### config.mk
export PLATFORM = sky130hd
export DESIGN_NAME = vec_alu_sequencer
export DESIGN_NICKNAME = d
export VERILOG_FILES = /design/src/rtl/vec_alu_sequencer.sv
export SDC_FILE = /design/constraint.sdc
export NUM_CORES = 1
export LEC_CHECK = 0
export BUFFER_PORTS_ARGS = -buffer_cell sky130_fd_sc_hd__buf_2
export CORE_MARGIN = 5
export CORE_UTILIZATION = 50
export DETAILED_ROUTE_END_ITERATION = 16
export GPL_TIMING_DRIVEN = 0
export PLACE_DENSITY = 0.73
export SETUP_SLACK_MARGIN = 0.3
export SLEW_MARGIN = 20
export SYNTH_ARGS = -nofsm -noshare
export SYNTH_HDL_FRONTEND = slang
export SYNTH_SLANG_ARGS = --single-unit
### constraint.sdc
create_clock -name clk -period 1.7 [get_ports clk]
set_input_delay 0.51 -clock clk [delete_from_list [all_inputs] [get_ports clk]]
set_output_delay 0.51 -clock clk [all_outputs]
set_load 0.01 [all_outputs]
### src/rtl/vec_alu_sequencer.sv
// -----------------------------------------------------------------------------
// vec_alu_sequencer
//
// Takes one 5-bit exec word per instruction, registers the decoded ALU control
// set and plays the instruction out to the lane ALUs as lane-group beats.
// Vector instructions produce one beat per group of LANES elements. Scalar
// instructions and func=1 instructions produce a single beat on lane 0.
// Division beats are spaced DIV_CYCLES apart. Illegal opcodes produce an err
// pulse, and no beats are issued for them.
//
// Optional build macro: VEC_MASK_EN
//   Adds a vmask input that is captured along with exec. Lane enables of vector
//   beats are ANDed with the mask. Beats whose lanes are all masked off are
//   skipped entirely.
//
// Ports
//   clk, rst_n      clock (rising edge) and asynchronous active-low reset
//   exec            [4]=func, [3:1]=opcode, [0]=immediate select
//   exec_valid      exec handshake valid
//   exec_ready      exec handshake ready (IDLE only)
//   opALU           ALU operation code
//   operALUe        scalar ALU operation
//   operALUve       vector-scalar ALU operation
//   operSum         vector-vector adder operation
//   muxSelect       operand B source: 0=register, 1=immediate
//   lane_en         per-lane enable of the current beat
//   elem_idx        index of the first element of the current beat
//   beat_valid      beat handshake valid
//   beat_ready      beat handshake ready from the lanes
//   beat_last       current beat is the final beat of the instruction
//   done            one-cycle pulse when the instruction completes
//   err             one-cycle pulse when an illegal opcode is rejected
//   vmask           (VEC_MASK_EN only) element mask, captured with exec
// -----------------------------------------------------------------------------
module vec_alu_sequencer #(
  parameter int VLEN       = 8,
  parameter int LANES      = 2,
  parameter int DIV_CYCLES = 4
) (
  input  logic                   clk,
  input  logic                   rst_n,
  input  logic [4:0]             exec,
  input  logic                   exec_valid,
  output logic                   exec_ready,
  output logic [2:0]             opALU,
  output logic                   operALUe,
  output logic                   operALUve,
  output logic                   operSum,
  output logic                   muxSelect,
  output logic [LANES-1:0]       lane_en,
  output logic [$clog2(VLEN):0]  elem_idx,
  output logic                   beat_valid,
  input  logic                   beat_ready,
  output logic                   beat_last,
  output logic                   done,
  output logic                   err
`ifdef VEC_MASK_EN
  ,
  input  logic [VLEN-1:0]        vmask
`endif
);

  localparam int EW = $clog2(VLEN) + 1;
  localparam int NB = (VLEN + LANES - 1) / LANES;
  localparam int CW = $clog2(DIV_CYCLES) + 1;

  typedef enum logic [1:0] {IDLE, BEAT, WAIT, DONE} state_t;

  typedef struct packed {
    logic          found;
    logic [EW-1:0] idx;
  } beat_sel_t;

  // Lanes of beat k that hold real elements and are not masked off. Shifting in
  // zeros past VLEN gives the geometric bound for the partial last beat.
  function automatic logic [LANES-1:0] lanes_of(input logic [VLEN-1:0] m, input int k);
    logic [VLEN-1:0] sh;
    sh = m >> (k * LANES);
    return sh[LANES-1:0];
  endfunction

  // Returns the first beat at or after 'start' that has at least one live lane.
  function automatic beat_sel_t find_beat(input logic [VLEN-1:0] m, input int start);
    beat_sel_t r;
    r = '0;
    for (int j = 0; j < NB; j++) begin
      if (!r.found && j >= start && (|lanes_of(m, j))) begin
        r.found = 1'b1;
        r.idx   = EW'(j);
      end
    end
    return r;
  endfunction

  state_t          state, state_n;
  logic [EW-1:0]   k, k_n;
  logic [CW-1:0]   wait_cnt, wait_n;
  logic            is_div;
  logic            is_vec;
  logic [VLEN-1:0] vmask_in;
  logic [VLEN-1:0] vmask_q;

  logic [2:0]      dec_op;
  logic            dec_e, dec_ve, dec_sum, dec_illegal, dec_div, dec_vec;
  logic            accept;
  beat_sel_t       first_sel, next_sel;
  logic [LANES-1:0] cur_lanes;
  logic            cur_last;

`ifdef VEC_MASK_EN
  assign vmask_in = vmask;

  always_ff @(posedge clk or negedge rst_n) begin
    if (!rst_n)
      vmask_q <= '0;
    else if (accept && !dec_illegal)
      vmask_q <= vmask_in;
  end
`else
  assign vmask_in = '1;
  assign vmask_q  = '1;
`endif

  // Instruction decode of the incoming exec word.
  always_comb begin
    // NOTE: every output of a combinational block gets a default first, so no
    // path can leave it unassigned and infer a latch.
    dec_op      = exec[3:1];
    dec_e       = 1'b0;
    dec_ve      = 1'b0;
    dec_sum     = 1'b0;
    dec_illegal = 1'b0;
    if (exec[4]) begin
      dec_op = 3'b111;
    end else begin
      unique case (exec[3:1])
        3'b000, 3'b010, 3'b011: dec_e       = 1'b1;
        3'b001, 3'b100, 3'b110: dec_ve      = 1'b1;
        3'b101:                 dec_sum     = 1'b1;
        default:                dec_illegal = 1'b1;
      endcase
    end
  end

  assign dec_div = !exec[4] && (exec[3:1] == 3'b110);
  assign dec_vec = dec_ve || dec_sum;
  assign accept  = (state == IDLE) && exec_ready && exec_valid;
  assign is_vec  = operALUve || operSum;

  assign first_sel = find_beat(vmask_in, 0);
  assign next_sel  = find_beat(vmask_q, int'(k) + 1);
  assign cur_lanes = is_vec ? lanes_of(vmask_q, int'(k)) : LANES'(1);
  assign cur_last  = !is_vec || !next_sel.found;

  always_comb begin
    state_n = state;
    k_n     = k;
    wait_n  = wait_cnt;
    unique case (state)
      IDLE: begin
        if (accept && !dec_illegal) begin
          if (!dec_vec) begin
            state_n = BEAT;
            k_n     = '0;
          end else if (first_sel.found) begin
            state_n = BEAT;
            k_n     = first_sel.idx;
          end else begin
            state_n = DONE;
          end
        end
      end
      BEAT: begin
        if (beat_ready) begin
          if (cur_last) begin
            state_n = DONE;
          end else begin
            k_n = next_sel.idx;
            if (is_div && (DIV_CYCLES > 1)) begin
              state_n = WAIT;
              wait_n  = CW'(DIV_CYCLES - 1);
            end
          end
        end
      end
      WAIT: begin
        if (wait_cnt <= CW'(1))
          state_n = BEAT;
        else
          wait_n = wait_cnt - CW'(1);
      end
      DONE:    state_n = IDLE;
      default: state_n = IDLE;
    endcase
  end

  always_ff @(posedge clk or negedge rst_n) begin
    if (!rst_n) begin
      state      <= IDLE;
      k          <= '0;
      wait_cnt   <= '0;
      exec_ready <= 1'b0;
      err        <= 1'b0;
      opALU      <= '0;
      operALUe   <= 1'b0;
      operALUve  <= 1'b0;
      operSum    <= 1'b0;
      muxSelect  <= 1'b0;
      is_div     <= 1'b0;
    end else begin
      // NOTE: state registers use non-blocking assignments so that every flop
      // samples values from before the clock edge, regardless of statement order.
      state    <= state_n;
      k        <= k_n;
      wait_cnt <= wait_n;
      // exec_ready is registered. It stays low during reset and in the DONE
      // cycle, and it rises in the first cycle that is back in IDLE.
      exec_ready <= (state_n == IDLE);
      err        <= accept && dec_illegal;
      if (accept && !dec_illegal) begin
        opALU     <= dec_op;
        operALUe  <= dec_e;
        operALUve <= dec_ve;
        operSum   <= dec_sum;
        muxSelect <= exec[0];
        is_div    <= dec_div;
      end
    end
  end

  assign beat_valid = (state == BEAT);
  assign lane_en    = beat_valid ? cur_lanes : '0;
  assign elem_idx   = beat_valid ? EW'(int'(k) * LANES) : '0;
  assign beat_last  = beat_valid && cur_last;
  assign done       = (state == DONE);

endmodule
==> results.yml, run 1 <==
routing:
  route.detailed.drc: 0
  drtPass1Iterations: 4
  routed_wl_mm: 2.237
  first_iter_violations: 9
  antenna_left: 0
  wl_per_cell_um: 13.72
  vias: 859
  viasPerCell: 5.270
clocking:
  clockBufferDepth: 2
  clk_pin_slew_ps: 100
  htreeDepth: 1
  cts_tree: "yes"
  cts_hold_buf: 0
  numCtsBuffers: 3
  root_buffer: "clkbuf_4"
  clk_latency_ps: 300
  clkSinkCount: 17
sta:
  setup_viol: 4
  timing.final.ws_setup_ps: -106.0
  final.period_utilization: 1.062
  slew_violations: 0
  skew_ps: 7.522
  layout_min_cycle_time_ps: 1806
  report.final.hold_viol_count: 0
  fmax_mhz: 553.7
  rsz0062_at_grt: "yes"
cells_and_area:
  layout.cells.non_filler: 163
  antennaDiodeCount: 0
  drive_gt1_frac: 0.5000
  nets: 151
  fillers: 141
  fin_util: 0.7355
  syn_to_final_growth_pct: 43.70
place:
  place.gp.congestion: 0.7873
  post-dp-hpwl_mm: 1.413
  place_inst: 146
  io_buffers: 24
die:
  fp-row-count: 16
  core-area_um2: 1902
  die_x_um: 54.13
  initial_core_util: 0.5118
  die_area_um2: 2930
  die_h_um: 54.13
  io_pins: 27
setup_path:
  reg2reg_from: "state[1]$_DFF_PN0_"
  reg2reg_depth: 5
  arrival_ps: 1300
  r2r_end: "muxSelect$_DFFE_PN0P_"
  crit_type: "reg2out"
  end_kind: "output pin"
  rrSetupSlack_ps: 150
  crit_path_start_kind: "flop"
  crit_fanout: 4
  critPathRequiredTime_ps: 1190
yosys:
  ys_warn_count: 0
  synth.distinct_cells: 36
  avgSynthCellArea_um2: 10.36
  synth_seq_cells: 17
  netlist_area_um2: 973.4
  synth-edff-count: 0
  ys_seq_area_frac: 0.4370
  synthCells: 94
  ys.flop_type: "dfrtp_1"
  ys_async_sr_fraction: 1.000
global_routing:
  grt_pass1_wl_mm: 3.387
  grt_pass1_vias: 784
  antenna_found_initial: 0
  grt.total_usage: 0.1610
  grt_max_degree: 18
  grt_overflow: 0
min_path:
  hp-class: "in2async"
power_and_ir_drop:
  p_leak_nw: 0.6751
  max-vdd-ir-drop_v: 0.0009426
  p_per_area_nw_per_um2: 1678
job:
  maxCapViolations: 0
run_status:
  violations: "negative setup slack"
  status: "finished with violations"
## cells in the mapped netlist, types with 2 or more instances
master | n | area share
a21oi_1 | 4 | 0.021
a32o_1 | 2 | 0.021
and4_1 | 2 | 0.018
buf_2 | 2 | 0.010
buf_4 | 3 | 0.023
dfrtp_1 | 17 | 0.44
ha_1 | 5 | 0.064
inv_1 | 5 | 0.019
mux2i_1 | 4 | 0.041
nand2_1 | 8 | 0.031
nand2b_1 | 2 | 0.013
nand3_1 | 2 | 0.010
nand4b_1 | 2 | 0.018
nor2_1 | 8 | 0.031
o21ai_0 | 3 | 0.015
o21ai_1 | 2 | 0.010
o21ba_2 | 2 | 0.021
o31a_1 | 2 | 0.018
o32a_2 | 2 | 0.023
## flip-flops by register name, summed over array words and instances, names as in the netlist
register / cells
opALU: 3
operALUe: 1
k: 2
muxSelect: 1
is_div: 1
exec_ready: 1
operSum: 1
err: 1
state: 2
operALUve: 1
wait_cnt: 3
## worst max-delay path: stages (launching register included)
cell     delay [ps]
dfrtp_1         430
ha_2            190
o21ba_4         220
nor2_2           30
buf_2           130
## area by class of cell
class | instances | area (µm²) | area share
Tap cell | 27 | 33.78 | 0.02415
Timing Repair Buffer | 37 | 259.0 | 0.1852
Clock buffer | 4 | 26.28 | 0.01878
Buffer | 5 | 45.04 | 0.03220
Sequential cell | 17 | 429.2 | 0.3068
Inverter | 6 | 25.02 | 0.01789
Multi-Input combinational cell | 67 | 580.6 | 0.4150
## kinds of logic after synthesis
family,Yosys count,synth area share
adders and majority gates,5,0.06427
AOI/OAI and AO/OA,24,0.1928
and+or+nand+nor,31,0.1890
muxes,5,0.05655
DFF,17,0.4370
buffers and inverters,11,0.05655
other,1,0.003852
## cells in the final DEF (no fill, tap or decap), types with 2 or more instances in the layout
cell / instances
conb_1: 2
and4_1: 2
mux2i_1: 4
nor2_1: 7
buf_6: 11
o21ai_0: 2
a32o_1: 2
nand4b_1: 2
clkbuf_4: 3
and2_4: 2
a21oi_2: 2
inv_1: 5
ha_1: 4
o31a_1: 2
dfrtp_1: 14
buf_2: 21
o21ai_1: 2
dfrtp_2: 3
buf_4: 10
nand2_1: 7
o32a_4: 2
a21oi_1: 2
## where the power goes
group	internal, mW	total (mW)	switching (mW)	leakage [nW]
Sequential	0.584	0.755	0.172	0.200
Combinational	0.766	1.37	0.605	0.460
Clock	0.0917	0.221	0.129	0.0150
Total	1.44	2.35	0.906	0.675
## per-layer routing
layer / part of all wire / vias up / global-route usage
li1: - / 424 / -
met1: 0.45 / 403 / 0.2031
met2: 0.47 / 27 / 0.2629
met3: 0.060 / 5 / 0.03047
met4: 0.020 / 0 / 0.07469
met5: 0 / - / 0
## through the flow
stage | total power [mW] | hold slack (ps) | instance area, µm² | setup TNS [ps] | setup slack (ps)
CTS | 2.239 | 141.0 | 1330 | -197.6 | -105.0
global route | 2.519 | 123.5 | 1399 | -622.7 | -160.6
finish | 2.347 | 111.3 | 1399 | -240.6 | -106.0
floorplan | 1.425 | 214.4 | 985.9 | 0 | 298.2
detailed placement | 1.722 | 455.3 | 1140 | 0 | 130.7
global placement | 1.704 | 450.5 | 1140 | 0 | 135.2
## what timing repair did
action | 4_1_cts | 5_1_grt
pin swaps | 12 | 11
buffers inserted | 8 | 5
endpoints found under the setup margin | 9 | 23
gates cloned | 0 | 0
resized for setup | 23 | 9
## worst max path at each step
stage                       start         end  depth (start not counted)
5_1_grt          k[1]$_DFFE_PN0P_   beat_last                          4
3_3_place_gp   state[1]$_DFF_PN0_  lane_en[0]                          5
6_report         k[1]$_DFFE_PN0P_   beat_last                          4
4_1_cts          k[1]$_DFFE_PN0P_   beat_last                          4
2_1_floorplan  state[1]$_DFF_PN0_  lane_en[0]                          4
3_5_place_dp   state[1]$_DFF_PN0_  lane_en[0]                          5
Power figures use the tool's default switching activity.
==> inputs of run 2 (changes only) <==
--- a/config.mk
+++ b/config.mk
@@ -5,13 +5,16 @@
 export SDC_FILE = /design/constraint.sdc
 export NUM_CORES = 1
 export LEC_CHECK = 0
+export ABC_AREA = 1
+export ABC_CLOCK_PERIOD_IN_PS = 1700
 export BUFFER_PORTS_ARGS = -buffer_cell sky130_fd_sc_hd__buf_2
 export CORE_MARGIN = 5
-export CORE_UTILIZATION = 50
+export CORE_UTILIZATION = 51
 export DETAILED_ROUTE_END_ITERATION = 16
 export GPL_TIMING_DRIVEN = 0
 export PLACE_DENSITY = 0.73
 export SETUP_SLACK_MARGIN = 0.3
+export SKIP_LAST_GASP = 1
 export SLEW_MARGIN = 20
 export SYNTH_ARGS = -nofsm -noshare
 export SYNTH_HDL_FRONTEND = slang
==> run 2 against run 1 <==
Compared with the run above:
- the run still ends with negative setup slack left
- clock power barely moved
- sequential power down 7.9%
- non-clock buffer count grew 1
- combinational power increased by 3%
- final cell count rose by 22%
- sequential cell count is the same
- count of clock-buffer cells in the layout did not move
==> results.yml, run 2 <==
global_routing:
  grt.total_usage: 0.1717
  grt_max_degree: 18
  grt_pass1_vias: 918
  antenna_found_initial: 0
  grt_overflow: 0
  grt_pass1_wl_mm: 3.739
place:
  place.gp.congestion: 0.8382
  placed_area_um2: 1199
  io_buffers: 24
  place_inst: 180
  post-dp-hpwl_mm: 1.578
setup_path:
  cp_slowest_cell: "dfrtp_1"
  arrival_ps: 1250
  crit_fanout: 2
  cpPeakStageDelay_ps: 420
  reg2reg_from: "k[0]$_DFFE_PN0P_"
  end_kind: "output pin"
  crit_type: "reg2out"
  rrSetupSlack_ps: 50
  path_cells: "ha_2, inv_2, nand2_2, nand2_2, inv_2, buf_6"
  critPathRequiredTime_ps: 1190
  r2r_end: "wait_cnt[2]$_DFFE_PN0P_"
  reg2reg_depth: 11
  crit_path_start_kind: "flop"
routing:
  routed_wl_mm: 2.252
  viasPerCell: 4.638
  antenna_left: 0
  wl_per_cell_um: 11.32
  first_iter_violations: 26
  vias: 923
  drtPass1Iterations: 4
  route.detailed.drc: 0
clocking:
  clockBufferDepth: 2
  numCtsBuffers: 3
  clk_pin_slew_ps: 110
  cts_hold_buf: 0
  htreeDepth: 1
  clkSinkCount: 17
  cts_tree: "yes"
  root_buffer: "clkbuf_4"
  clk_latency_ps: 300
cells_and_area:
  reg.largest.list: "opALU (3), wait_cnt (3)"
  fin_area_um2: 1365
  antennaDiodeCount: 0
  syn_to_final_growth_pct: 31.60
  nets: 187
  layout_common_cells: "nand2_1, buf_2, inv_1, dfrtp_1, buf_4"
  drive_gt1_frac: 0.4244
  layout.cells.non_filler: 199
  layout_commonest_cell: "nand2_1"
  fillers: 155
die:
  core-area_um2: 1942
  fp-row-count: 16
  die_x_um: 55.10
  initial_core_util: 0.5341
  die_area_um2: 3035
  io_pins: 27
  die_h_um: 55.10
yosys:
  synth_top_area_cell: "dfrtp_1"
  ys_warn_count: 0
  avgSynthCellArea_um2: 8.103
  synth_most_common_cell: "nand2_1"
  yosys-top-cells-count: "nand2_1, inv_1, dfrtp_1"
  synth-edff-count: 0
  yosysTopAreaCellShare: 0.4101
  ys_seq_area_frac: 0.4101
  synth_seq_cells: 17
  netlist_area_um2: 1037
  ys_async_sr_fraction: 1.000
  synth_area_leaders: "dfrtp_1, nand2_1, inv_1"
  synthCells: 128
  synth.distinct_cells: 26
  ys.flop_type: "dfrtp_1"
sta:
  report.final.hold_viol_count: 0
  timing.setup.tns_ps: -113.4
  final.period_utilization: 1.036
  fmax_mhz: 567.6
  timing.hold.ws_ps: 106.9
  skew_ps: 18.10
  slew_violations: 0
  layout_min_cycle_time_ps: 1762
  timing.final.ws_setup_ps: -61.95
  rsz0062_at_grt: "yes"
  setup_viol: 4
run_status:
  status: "finished with violations"
  violations: "negative setup slack"
job:
  maxCapViolations: 0
min_path:
  hp-class: "in2async"
power_and_ir_drop:
  max-vdd-ir-drop_v: 0.0009904
  p_leak_nw: 0.7749
  p_total_mw: 2.330
  p_per_area_nw_per_um2: 1707
-- run 2: cell types whose count changed after synthesis, moves of 3 or more --
cell	change
nor2_2	+4
mux2i_1	-4
nand4_1	+3
nand2_1	+31
nand3_2	+3
inv_1	+16
-- run 2: worst max-delay path: cells and delay by family (launching register included) --
family,cells,cell delay [ps]
buffers and inverters,3,210
adders and majority gates,1,190
and+or+nand+nor,2,140
DFF,1,420
-- run 2: final cells by class --
type,instances,area [µm²],area share
plain buffers,4,46.29,0.03391
clock buffers,4,26.28,0.01925
inverters,24,95.09,0.06966
multi-input cells,84,489.2,0.3584
flip-flops and latches,17,425.4,0.3116
well taps,27,33.78,0.02475
repair buffers,39,249.0,0.1824
-- run 2: kinds of logic (layout without fill, tap and decap cells) --
group | Yosys count | count (layout) | synth area share
AOI/OAI and AO/OA | 10 | 10 | 0.05669
adders and majority gates | 5 | 5 | 0.06031
buffers and inverters | 28 | 71 | 0.1327
DFF | 17 | 17 | 0.4101
other | 1 | 2 | 0.003615
and+or+nand+nor | 67 | 67 | 0.3365
-- run 2: metal layers --
layer,vias up,global-route usage,share of wire
met5,-,0,0
met4,0,0.09312,0.012
met3,4,0.02949,0.044
met2,20,0.2953,0.52
met1,422,0.2020,0.42
li1,477,-,-
-- run 2: power breakdown --
group | switching [mW] | internal [mW] | leakage [nW] | total (mW)
clock network | 0.130 | 0.0914 | 0.0150 | 0.222
registers | 0.116 | 0.578 | 0.216 | 0.695
logic | 0.766 | 0.647 | 0.544 | 1.41
-- run 2: worst max path at each step --
| stage | start | to | slack (ps) | cells after the start |
|---|---|---|---|---|
| after global routing | k[0]$_DFFE_PN0P_ | beat_last | -100 | 6 |
| after floorplan | k[1]$_DFFE_PN0P_ | beat_last | 300 | 5 |
| final | k[0]$_DFFE_PN0P_ | beat_last | -60 | 6 |
| after detailed placement | k[1]$_DFFE_PN0P_ | beat_last | 130 | 6 |
| after CTS | k[1]$_DFFE_PN0P_ | beat_last | -30 | 6 |
| after global placement | k[0]$_DFFE_PN0P_ | beat_last | 160 | 6 |
-- run 2: per-stage QoR --
| stage | utilization | setup slack (ps) |
|---|---|---|
| detailed placement | 0.6173 | 129.5 |
| global route | 0.7030 | -98.18 |
| floorplan | - | 302.7 |
| finish | 0.7030 | -61.95 |
| global placement | 0.6173 | 155.4 |
| CTS | 0.6901 | -32.69 |
-- run 2: what timing repair did --
item | CTS | global route
resized for setup | 7 | 4
pin swaps | 2 | 2
setup buffers | 13 | 2
setup endpoints to repair | 7 | 12
